**src/rtl/sum_bcd_display_if.sv**
```systemverilog
// Interface carrying the load request and the converted display result of
// sum_bcd_display. Signal prefixes are from the point of view of the converter.
interface sum_bcd_display_if #(
    parameter int WIDTH  = 8,
    parameter int DIGITS = 3
);
    logic                  i_load;
    logic [WIDTH-1:0]      i_value;
    logic                  i_signed;
    logic                  i_ovf;
    logic                  o_busy;
    logic                  o_done;
    logic                  o_neg;
    logic [4*DIGITS-1:0]   o_bcd;
    logic [6:0]            o_hex0;
    logic [6:0]            o_hex1;
    logic [6:0]            o_hex2;
    logic [6:0]            o_hex3;

    // Producer side: the adder/subtractor result register feeding the display.
    modport master (
        output i_load, i_value, i_signed, i_ovf,
        input  o_busy, o_done, o_neg, o_bcd, o_hex0, o_hex1, o_hex2, o_hex3
    );

    // Converter side.
    modport slave (
        input  i_load, i_value, i_signed, i_ovf,
        output o_busy, o_done, o_neg, o_bcd, o_hex0, o_hex1, o_hex2, o_hex3
    );
endinterface

```
**src/rtl/sum_bcd_display.sv**
```systemverilog
// Captures an adder result on Load, converts it to sign + magnitude BCD with a
// serial double-dabble (one bit per cycle) and drives four active-low
// seven-segment displays. Outputs only ever change at the edge entering DONE,
// so a partially converted value is never visible.
module sum_bcd_display #(
    parameter int WIDTH  = 8,
    parameter int DIGITS = 3
) (
    input  logic              i_clk,
    input  logic              i_rst_n,
    sum_bcd_display_if.slave  bus
);
    localparam int BW = 4 * DIGITS;
    localparam int CW = $clog2(WIDTH + 1);

    localparam logic [6:0] SEG_BLANK = 7'h7F;
    localparam logic [6:0] SEG_MINUS = 7'b0111111;
    localparam logic [6:0] SEG_E     = 7'b0000110;
    localparam logic [6:0] SEG_ZERO  = 7'b1000000;

    typedef enum logic [1:0] {S_IDLE, S_PREP, S_SHIFT, S_DONE} state_t;

    state_t            r_state;
    state_t            w_state_next;

    logic [WIDTH-1:0]  r_value;
    logic              r_signed;
    logic              r_ovf;
    logic [WIDTH-1:0]  r_mag;
    logic              r_neg_int;
    logic [BW-1:0]     r_bcd_sr;
    logic [CW-1:0]     r_cnt;

    logic              r_neg;
    logic [BW-1:0]     r_bcd;
    logic [6:0]        r_hex0;
    logic [6:0]        r_hex1;
    logic [6:0]        r_hex2;
    logic [6:0]        r_hex3;

    logic [BW-1:0]     w_bcd_adj;
    logic [BW-1:0]     w_bcd_shift;
    logic              w_last;

    // Segment pattern {g..a}, active low, for a decimal digit.
    function automatic logic [6:0] seg7(input logic [3:0] d);
        case (d)
            4'd0:    seg7 = 7'b1000000;
            4'd1:    seg7 = 7'b1111001;
            4'd2:    seg7 = 7'b0100100;
            4'd3:    seg7 = 7'b0110000;
            4'd4:    seg7 = 7'b0011001;
            4'd5:    seg7 = 7'b0010010;
            4'd6:    seg7 = 7'b0000010;
            4'd7:    seg7 = 7'b1111000;
            4'd8:    seg7 = 7'b0000000;
            4'd9:    seg7 = 7'b0010000;
            default: seg7 = SEG_BLANK;
        endcase
    endfunction

    // Double-dabble correction: every digit >= 5 gets +3 before the shift.
    generate
        for (genvar gi = 0; gi < DIGITS; gi++) begin : g_adj
            assign w_bcd_adj[4*gi +: 4] = (r_bcd_sr[4*gi +: 4] >= 4'd5)
                                        ? r_bcd_sr[4*gi +: 4] + 4'd3
                                        : r_bcd_sr[4*gi +: 4];
        end
    endgenerate

    assign w_bcd_shift = {w_bcd_adj[BW-2:0], r_mag[WIDTH-1]};
    assign w_last      = (r_cnt == CW'(1));

    // State register.
    always_ff @(posedge i_clk or negedge i_rst_n) begin
        if (!i_rst_n) r_state <= S_IDLE;
        else          r_state <= w_state_next;
    end

    // Next-state logic: IDLE -> PREP -> SHIFT (WIDTH cycles) -> DONE -> IDLE.
    always_comb begin
        w_state_next = r_state;
        case (r_state)
            S_IDLE:  if (bus.i_load) w_state_next = S_PREP;
            S_PREP:  w_state_next = S_SHIFT;
            S_SHIFT: if (w_last) w_state_next = S_DONE;
            S_DONE:  w_state_next = S_IDLE;
            default: w_state_next = S_IDLE;
        endcase
    end

    // Capture, conversion datapath and publication of the result. The result
    // registers load on the final shift, i.e. the edge that enters DONE, so
    // they are valid for the whole Done cycle.
    always_ff @(posedge i_clk or negedge i_rst_n) begin
        if (!i_rst_n) begin
            r_value   <= '0;
            r_signed  <= 1'b0;
            r_ovf     <= 1'b0;
            r_mag     <= '0;
            r_neg_int <= 1'b0;
            r_bcd_sr  <= '0;
            r_cnt     <= '0;
            r_neg     <= 1'b0;
            r_bcd     <= '0;
            r_hex0    <= SEG_ZERO;
            r_hex1    <= SEG_BLANK;
            r_hex2    <= SEG_BLANK;
            r_hex3    <= SEG_BLANK;
        end else begin
            case (r_state)
                S_IDLE: begin
                    if (bus.i_load) begin
                        r_value  <= bus.i_value;
                        r_signed <= bus.i_signed;
                        r_ovf    <= bus.i_ovf;
                    end
                end
                S_PREP: begin
                    // Negating 8'h80 yields 8'h80, which read unsigned is the
                    // correct magnitude 128, so WIDTH bits are enough here.
                    if (r_signed && r_value[WIDTH-1]) begin
                        r_mag     <= (~r_value) + 1'b1;
                        r_neg_int <= 1'b1;
                    end else begin
                        r_mag     <= r_value;
                        r_neg_int <= 1'b0;
                    end
                    r_bcd_sr <= '0;
                    r_cnt    <= CW'(WIDTH);
                end
                S_SHIFT: begin
                    r_bcd_sr <= w_bcd_shift;
                    r_mag    <= {r_mag[WIDTH-2:0], 1'b0};
                    r_cnt    <= r_cnt - 1'b1;
                    if (w_last) begin
                        r_bcd  <= w_bcd_shift;
                        r_neg  <= r_neg_int;
                        r_hex0 <= seg7(w_bcd_shift[3:0]);
                        r_hex1 <= (w_bcd_shift[11:4] == 8'd0) ? SEG_BLANK
                                                             : seg7(w_bcd_shift[7:4]);
                        r_hex2 <= (w_bcd_shift[11:8] == 4'd0) ? SEG_BLANK
                                                             : seg7(w_bcd_shift[11:8]);
                        r_hex3 <= r_ovf     ? SEG_E
                                : r_neg_int ? SEG_MINUS
                                :             SEG_BLANK;
                    end
                end
                default: ;
            endcase
        end
    end

    assign bus.o_busy = (r_state != S_IDLE);
    assign bus.o_done = (r_state == S_DONE);
    assign bus.o_neg  = r_neg;
    assign bus.o_bcd  = r_bcd;
    assign bus.o_hex0 = r_hex0;
    assign bus.o_hex1 = r_hex1;
    assign bus.o_hex2 = r_hex2;
    assign bus.o_hex3 = r_hex3;
endmodule

```
**src/flat_wrapper.sv**
```systemverilog
// flat-port wrapper written by rule: the top's interface ports become plain ports
module sum_bcd_display_flat 
#(
    parameter int WIDTH  = 8,
    parameter int DIGITS = 3
)
  (i_clk, i_rst_n, bus_i_load, bus_i_value, bus_i_signed, bus_i_ovf, bus_o_busy, bus_o_done, bus_o_neg, bus_o_bcd, bus_o_hex0, bus_o_hex1, bus_o_hex2, bus_o_hex3);
  sum_bcd_display_if #(.WIDTH(WIDTH), .DIGITS(DIGITS)) bus_i ();
  input  logic i_clk;
  input  logic i_rst_n;
  input wire logic [$bits(bus_i.i_load)-1:0] bus_i_load;
  input wire logic [$bits(bus_i.i_value)-1:0] bus_i_value;
  input wire logic [$bits(bus_i.i_signed)-1:0] bus_i_signed;
  input wire logic [$bits(bus_i.i_ovf)-1:0] bus_i_ovf;
  output wire logic [$bits(bus_i.o_busy)-1:0] bus_o_busy;
  output wire logic [$bits(bus_i.o_done)-1:0] bus_o_done;
  output wire logic [$bits(bus_i.o_neg)-1:0] bus_o_neg;
  output wire logic [$bits(bus_i.o_bcd)-1:0] bus_o_bcd;
  output wire logic [$bits(bus_i.o_hex0)-1:0] bus_o_hex0;
  output wire logic [$bits(bus_i.o_hex1)-1:0] bus_o_hex1;
  output wire logic [$bits(bus_i.o_hex2)-1:0] bus_o_hex2;
  output wire logic [$bits(bus_i.o_hex3)-1:0] bus_o_hex3;
  assign bus_i.i_load = bus_i_load;
  assign bus_i.i_value = bus_i_value;
  assign bus_i.i_signed = bus_i_signed;
  assign bus_i.i_ovf = bus_i_ovf;
  assign bus_o_busy = bus_i.o_busy;
  assign bus_o_done = bus_i.o_done;
  assign bus_o_neg = bus_i.o_neg;
  assign bus_o_bcd = bus_i.o_bcd;
  assign bus_o_hex0 = bus_i.o_hex0;
  assign bus_o_hex1 = bus_i.o_hex1;
  assign bus_o_hex2 = bus_i.o_hex2;
  assign bus_o_hex3 = bus_i.o_hex3;
  sum_bcd_display #(.WIDTH(WIDTH), .DIGITS(DIGITS)) u_core (.i_clk(i_clk), .i_rst_n(i_rst_n), .bus(bus_i));
endmodule
```
**config.mk**
```make
export PLATFORM = sky130hd
export DESIGN_NAME = sum_bcd_display_flat
export DESIGN_NICKNAME = d
export VERILOG_FILES = /design/src/rtl/sum_bcd_display_if.sv /design/src/rtl/sum_bcd_display.sv /design/src/flat_wrapper.sv
export SDC_FILE = /design/constraint.sdc
export NUM_CORES = 1
export LEC_CHECK = 0
export ABC_AREA = 1
export CAP_MARGIN = 20
export CORE_MARGIN = 2
export CORE_UTILIZATION = 60
export CTS_CLUSTER_SIZE = 30
export DETAILED_ROUTE_END_ITERATION = 16
export DONT_BUFFER_PORTS = 1
export MAX_ROUTING_LAYER = met4
export PLACE_DENSITY = 0.76
export SYNTH_ARGS = -nofsm -noshare
export SYNTH_HDL_FRONTEND = slang
export SYNTH_SLANG_ARGS = --single-unit
```
**constraint.sdc**
```tcl
create_clock -name i_clk -period 2.4 [get_ports i_clk]
set_input_delay 0.36 -clock i_clk [delete_from_list [all_inputs] [get_ports i_clk]]
set_output_delay 0.36 -clock i_clk [all_outputs]
set_load 0.01 [all_outputs]
```
==> summary.md, run 1 <==
| Metric | Value |
|---|---|
| DP Cell Count | 548 |
| Synth-to-Final Area Change | 8.33% |
| I/O pin cnt | 56 |
| Vias in the first global route | 3128 |
| Max H-tree Level | 3 |
| WHS | 0.164 ns |
| DR vias/cell | 5.51 |
| Top post-synthesis cells by area | dfrtp_1, dfstp_2, nand2_1 |
| Post-Route WL | 7970 microns |
| Netlist cell types | 44 |
| Cts bufs inserted | 9 |
| Initial antenna violation count | 0 |
| Post-route DRC violation count | 0 |
| Cell Count, Final, Fillers Out | 568 |
| Share of cells above drive strength 1 | 17.6% |
| TritonRoute pass-1 iters | 4 |
| Clock buffer depth | 2 |
| Diode count | 0 |
| HPWL after detailed placement | 5440 microns |
| Yosys reg bits | 73 |
| Input/output buffers | 0 |
| Clk_skew | 0.0108 ns |
| Util after Layout | 66.1% |
| GRT Overall Usage | 23.5% |
| Share of the yosys chip area belonging to registers | 45.1% |
| Clk_lat worst skew | 0.34 ns |
| Maxcap violations | 0 |
| FF+latch area | 1850 sq um |
| Fillers | 546 |
| Mapped Area | 4100 sq um |
| Setup Slack @ Placement | 0.200 ns |
| Placed cell areas | 4120 sq um |
| Starting density of the core | 61.0% |
| Die Width | 86.7 microns |
| CTS Sinks | 73 |
| Cells after Synth | 481 |
| Cell Pwr Density | 1100 nW/um^2 |
| YS warnings | 0 |
| Most frequent cells in the layout | nand2_1, inv_1, dfrtp_1 |
| Power Total | 4.89 mW |
| Post-route ant nets | 0 |
| Area of all placed cells without fillers | 4440 sq um |
| Worst EP required | 2.68 ns |
| Crit share post-route | 92.4% |
| Standard-cell rows | 30 |
| Crit Path Max Fanout | 6 |
| Crit path max-delay family | simple AND/OR/NAND/NOR gates |
| HP Class | input port to register |
| Top cell type's share of synthesized area | 34.2% |
| CTS tree | built |
| Max VDD drop | 768 uV |
| Mean Syn Cell Area | 8.52 sq um |
| Grt ovf | 0 |
| Critical Path AT | 2.49 ns |
| Initial DRC Count | 142 |
| Setup CP Type | register to register |
| Final setup fails | 0 |
| Slew Limit Fails | 0 |
| RSZ-0062 raised after global routing | false |
| First-pass GRT wire length | 13700 microns |
| Die Y | 86.7 microns |
| Multi-input logic area | 1920 sq um |
| Synth area leader | dfrtp_1 |
| CP most frequent cell | inv_1 |
| Hold Vio Cnt, Final | 0 |
| DIE AREA | 7510 sq um |
| CP max stage cell | dfrtp_1 |
| CTS Root Cell | clkbuf_8 |
| Final WS setup | 0.182 ns |
| Worst path bufs/invs | 4 |
| Most common cell after layout, fill and taps aside | nand2_1 |
| CP Launch Type | register |
| Slew HR | 61.5% |
| Leakage power | 2.24 nW |
| Routed len/inst | 14.0 microns |
| Fin crit period | 2.22 ns |
| Largest stage delay on the critical path | 0.39 ns |
| # nets final | 521 |
| GPL Wtd Cong | 0.960 |
| Slew of the pin with the lowest slew margin | 0.576 ns |
| Fmax achieved | 0.451 GHz |
| Crit-path cells | inv_1, ha_1, inv_1, nand2_2, nand2_1, nand2_1, o21ai_4, inv_1, ha_1, inv_1, nor2_1, nand2_2, nor2_2, o21ai_2, nand2_1 |
| Worst setup EP type | register |
| Setup Total Neg Slack | 0 ns |
| Run status | completed |
| Via count | 3128 |
| Clock slew at reported path FFs | 0.08 ns |
| Largest net degree at the start of global routing | 74 |
| Core area | 6720 sq um |
[worst paths after layout]
| path | slack, ns | start | end | cells after the start |
|---|---|---|---|---|
| setup reg to reg | 0.18 | u_core.r_bcd_sr[4] | u_core.bus.o_hex1[3] | 15 |
| min in group asynchronous | 0.56 | i_rst_n | u_core.bus.o_bcd[10] | 2 |
| setup / recovery | 0.18 | u_core.r_bcd_sr[4] | u_core.bus.o_hex1[3] | 15 |
| hold reg to reg | 0.48 | u_core.r_ovf | u_core.bus.o_hex3[5] | 3 |
| hold / removal | 0.16 | bus_i_value[5] | u_core.r_value[5] | 1 |
| max in group asynchronous | 1.48 | i_rst_n | u_core.bus.o_hex2[3] | 2 |
[cells in the mapped netlist, drive strengths merged]
cell type / count
a21boi: 4
a21oi: 17
a31oi: 1
a32oi: 1
buf: 13
clkbuf: 5
conb: 1
dfrtp: 56
dfstp: 17
ha: 25
inv: 60
mux2: 3
nand2: 135
nand3: 29
nand3b: 3
nand4: 8
nor2: 34
nor3: 3
o211ai: 4
o21a: 1
o21ai: 34
o21bai: 1
o221ai: 2
o22ai: 15
or2: 4
xor2: 5
[kinds of logic after synthesis]
| group | synth area share [%] |
|---|---|
| flops | 45.1 |
| fa+ha+maj | 7.63 |
| compound gates | 11.5 |
| mux | 0.824 |
| buf+inv | 8.33 |
| xor+xnor | 1.71 |
| simple gates | 24.8 |
| other cells | 0.0915 |
[cell type report]
cell class / instances / area share (%)
Timing Repair Buffer: 8 / 1.86
Clock buffer: 11 / 2.96
Multi-Input combinational cell: 331 / 43.3
Inverter: 60 / 5.13
Clock inverter: 5 / 2.87
Sequential cell: 73 / 41.6
Tap cell: 80 / 2.25
[repair_timing]
item / in CTS / in global routing
resized for setup: 0 / 2
endpoints found under the setup margin: 0 / 13
buffers inserted: 0 / 2
endpoints found under the hold margin: 73 / 0
hold buffers: 2 / 0
[routing by layer]
metal	GRT usage (%)	share of wire (%)	up-vias	wire length, microns
met4	8.66	1.6	0	130
met2	40.6	51	63	4080
met1	27.4	43	1493	3460
li1	-	-	1556	-
met3	4.19	3.6	16	289
met5	-	0	-	0
[where the power goes]
part           internal, mW  total (mW)  switching, mW  leakage, nW
Sequential             1.71        2.07          0.362        0.877
Combinational         0.576        1.57          0.989         1.24
Clock                 0.797        1.25          0.455        0.124
Total                  3.08        4.89           1.81         2.24
[state kept, by name, indices dropped and copies added, names as in the netlist]
name               flops
u_core.bus.o_hex0      7
u_core.r_neg_int       1
u_core.r_bcd_sr       12
u_core.bus.o_hex2      7
u_core.bus.o_neg       1
u_core.bus.o_hex1      7
u_core.r_state         2
u_core.r_ovf           1
u_core.bus.o_hex3      2
u_core.r_signed        1
u_core.bus.o_bcd      12
u_core.r_value         8
u_core.r_cnt           4
u_core.r_mag           8
[worst reg2reg max path: stages, from the launching register on]
cell	delay, ns
dfrtp_1	0.39
inv_1	0.10
ha_1	0.20
inv_1	0.11
nand2_2	0.11
nand2_1	0.08
nand2_1	0.07
o21ai_4	0.17
inv_1	0.13
ha_1	0.24
inv_1	0.06
nor2_1	0.04
nand2_2	0.11
nor2_2	0.06
o21ai_2	0.19
nand2_1	0.08
Note: power is estimated with default switching activity, not from simulation.
==> run 2, diff against run 1 <==
- CELL_PAD_IN_SITES_DETAIL_PLACEMENT: default -> 0
- CELL_PAD_IN_SITES_GLOBAL_PLACEMENT: default -> 1
- CORE_UTILIZATION: 60 -> 48
- PLACE_DENSITY: 0.76 -> default
- PLACE_DENSITY_LB_ADDON: default -> 0.1
- REMOVE_ABC_BUFFERS: default -> 1
==> summary.md, run 2 (synthesis gave the netlist of run 1 again) <==
| Metric | Value |
|---|---|
| Slew HR | 64.8% |
| Power Total | 4.55 mW |
| Worst path bufs/invs | 4 |
| Hold Vio Cnt, Final | 0 |
| Placed cell areas | 4210 sq um |
| Largest net degree at the start of global routing | 74 |
| Share of cells above drive strength 1 | 18.8% |
| Met1 WL | 3680 microns |
| Clk_skew | 0.0103 ns |
| Initial antenna violation count | 0 |
| CTS Root Cell | clkbuf_8 |
| Worst EP required | 2.67 ns |
| Grt ovf | 0 |
| Fin crit period | 2.15 ns |
| Most frequent cells in the layout | nand2_1, dfrtp_1, inv_1 |
| Worst setup EP type | register |
| Final setup fails | 0 |
| Most common cell after layout, fill and taps aside | nand2_1 |
| First-pass GRT wire length | 14000 microns |
| Crit share post-route | 89.4% |
| Diode count | 0 |
| Cell Count, Final, Fillers Out | 599 |
| CP max stage cell | dfrtp_1 |
| Fmax achieved | 0.466 GHz |
| Input/output buffers | 0 |
| Vias in the first global route | 2970 |
| WL met2 | 3820 microns |
| Run status | completed |
| HPWL after detailed placement | 5710 microns |
| Crit-path cells | inv_1, ha_1, inv_1, nand2_2, nand2_1, nand2_1, o21ai_4, inv_2, ha_1, inv_1, nor2_1, nand2_2, nor2_1, o21ai_2, nand2_1 |
| # nets final | 528 |
| Routed len/inst | 13.3 microns |
| Slew Limit Fails | 0 |
| DR vias/cell | 5.12 |
| Die Width | 96.4 microns |
| Final WS setup | 0.254 ns |
| Clock buffer depth | 2 |
| Setup Slack @ Placement | 0.188 ns |
| DP Cell Count | 581 |
| Clock slew at reported path FFs | 0.08 ns |
| CP Launch Type | register |
| Top layer in use | met4 |
| Starting density of the core | 49.7% |
| Cts bufs inserted | 9 |
| Post-Route WL | 7960 microns |
| Setup Total Neg Slack | 0 ns |
| Maxcap violations | 0 |
| GRT Overall Usage | 20.1% |
| DIE AREA | 9300 sq um |
| Max VDD drop | 536 uV |
| HP Class | input port to register |
| Slew of the pin with the lowest slew margin | 0.527 ns |
| Clk_lat worst skew | 0.35 ns |
| Crit Path Max Fanout | 6 |
| Synth-to-Final Area Change | 8.21% |
| Via count | 3065 |
| I/O pin cnt | 56 |
| Max H-tree Level | 3 |
| Standard-cell rows | 33 |
| GPL Wtd Cong | 0.891 |
| Setup CP Type | register to register |
| Post-route DRC violation count | 0 |
| Area of all placed cells without fillers | 4440 sq um |
| Cell Pwr Density | 1030 nW/um^2 |
| RSZ-0062 raised after global routing | false |
| Util after Layout | 53.7% |
| Post-route ant nets | 0 |
| Core area | 8260 sq um |
| WL met3 | 301 microns |
| Die Y | 96.4 microns |
| Initial DRC Count | 116 |
| CTS tree | built |
| Largest stage delay on the critical path | 0.39 ns |
| Leakage power | 2.24 nW |
| WHS | 0.164 ns |
| CTS Sinks | 73 |
| TritonRoute pass-1 iters | 4 |
| Critical Path AT | 2.42 ns |
| Crit path max-delay family | simple AND/OR/NAND/NOR gates |
[run 2: cell count changes in the layout (fill, tap and decap cells not counted), moves of 2 or more]
cell       delta
clkbuf_8      +2
clkinv_2      +2
buf_4         +7
bufinv_16     -4
[run 2: power breakdown]
| part | leakage [nW] | internal (mW) | switching, mW |
|---|---|---|---|
| clock | 0.0882 | 0.423 | 0.442 |
| sequential | 0.877 | 1.71 | 0.350 |
| combinational | 1.27 | 0.638 | 0.985 |
[run 2: path summary, 6_finish.rpt]
kind / endpoint / start / slack (ns) / depth (start not counted)
max in group asynchronous: u_core.bus.o_hex0[6] / i_rst_n / 1.51 / 2
worst max-delay path: u_core.bus.o_hex1[0] / u_core.r_bcd_sr[4] / 0.25 / 15
min in group asynchronous: u_core.r_bcd_sr[8] / i_rst_n / 0.57 / 2
worst min-delay path: u_core.r_value[1] / bus_i_value[1] / 0.16 / 2
worst max register to register: u_core.bus.o_hex1[0] / u_core.r_bcd_sr[4] / 0.25 / 15
worst min register to register: u_core.bus.o_hex3[6] / u_core.r_neg_int / 0.46 / 1
[run 2: area by class of cell]
type / count / area [sq um]
multi-input combinational: 331 / 1920
timing repair buffer: 15 / 135
clock inverter: 3 / 17.5
tap: 105 / 131
clock buffer: 12 / 155
inverter: 60 / 228
sequential: 73 / 1850
fill: 783 / 3820
[run 2: routing by layer]
metal / up-vias / GRT usage [%]
li1: 1571 / -
met1: 1423 / 25.7
met2: 58 / 31.9
met3: 13 / 3.65
met4: 0 / 7.75
met5: - / -
[run 2: what timing repair did]
| action | in CTS | in global routing |
|---|---|---|
| setup buffers | 0 | 1 |
| endpoints found under the hold margin | 73 | 0 |
| gates resized for setup | 0 | 2 |
| setup endpoints to repair | 0 | 7 |
| hold buffers | 2 | 0 |
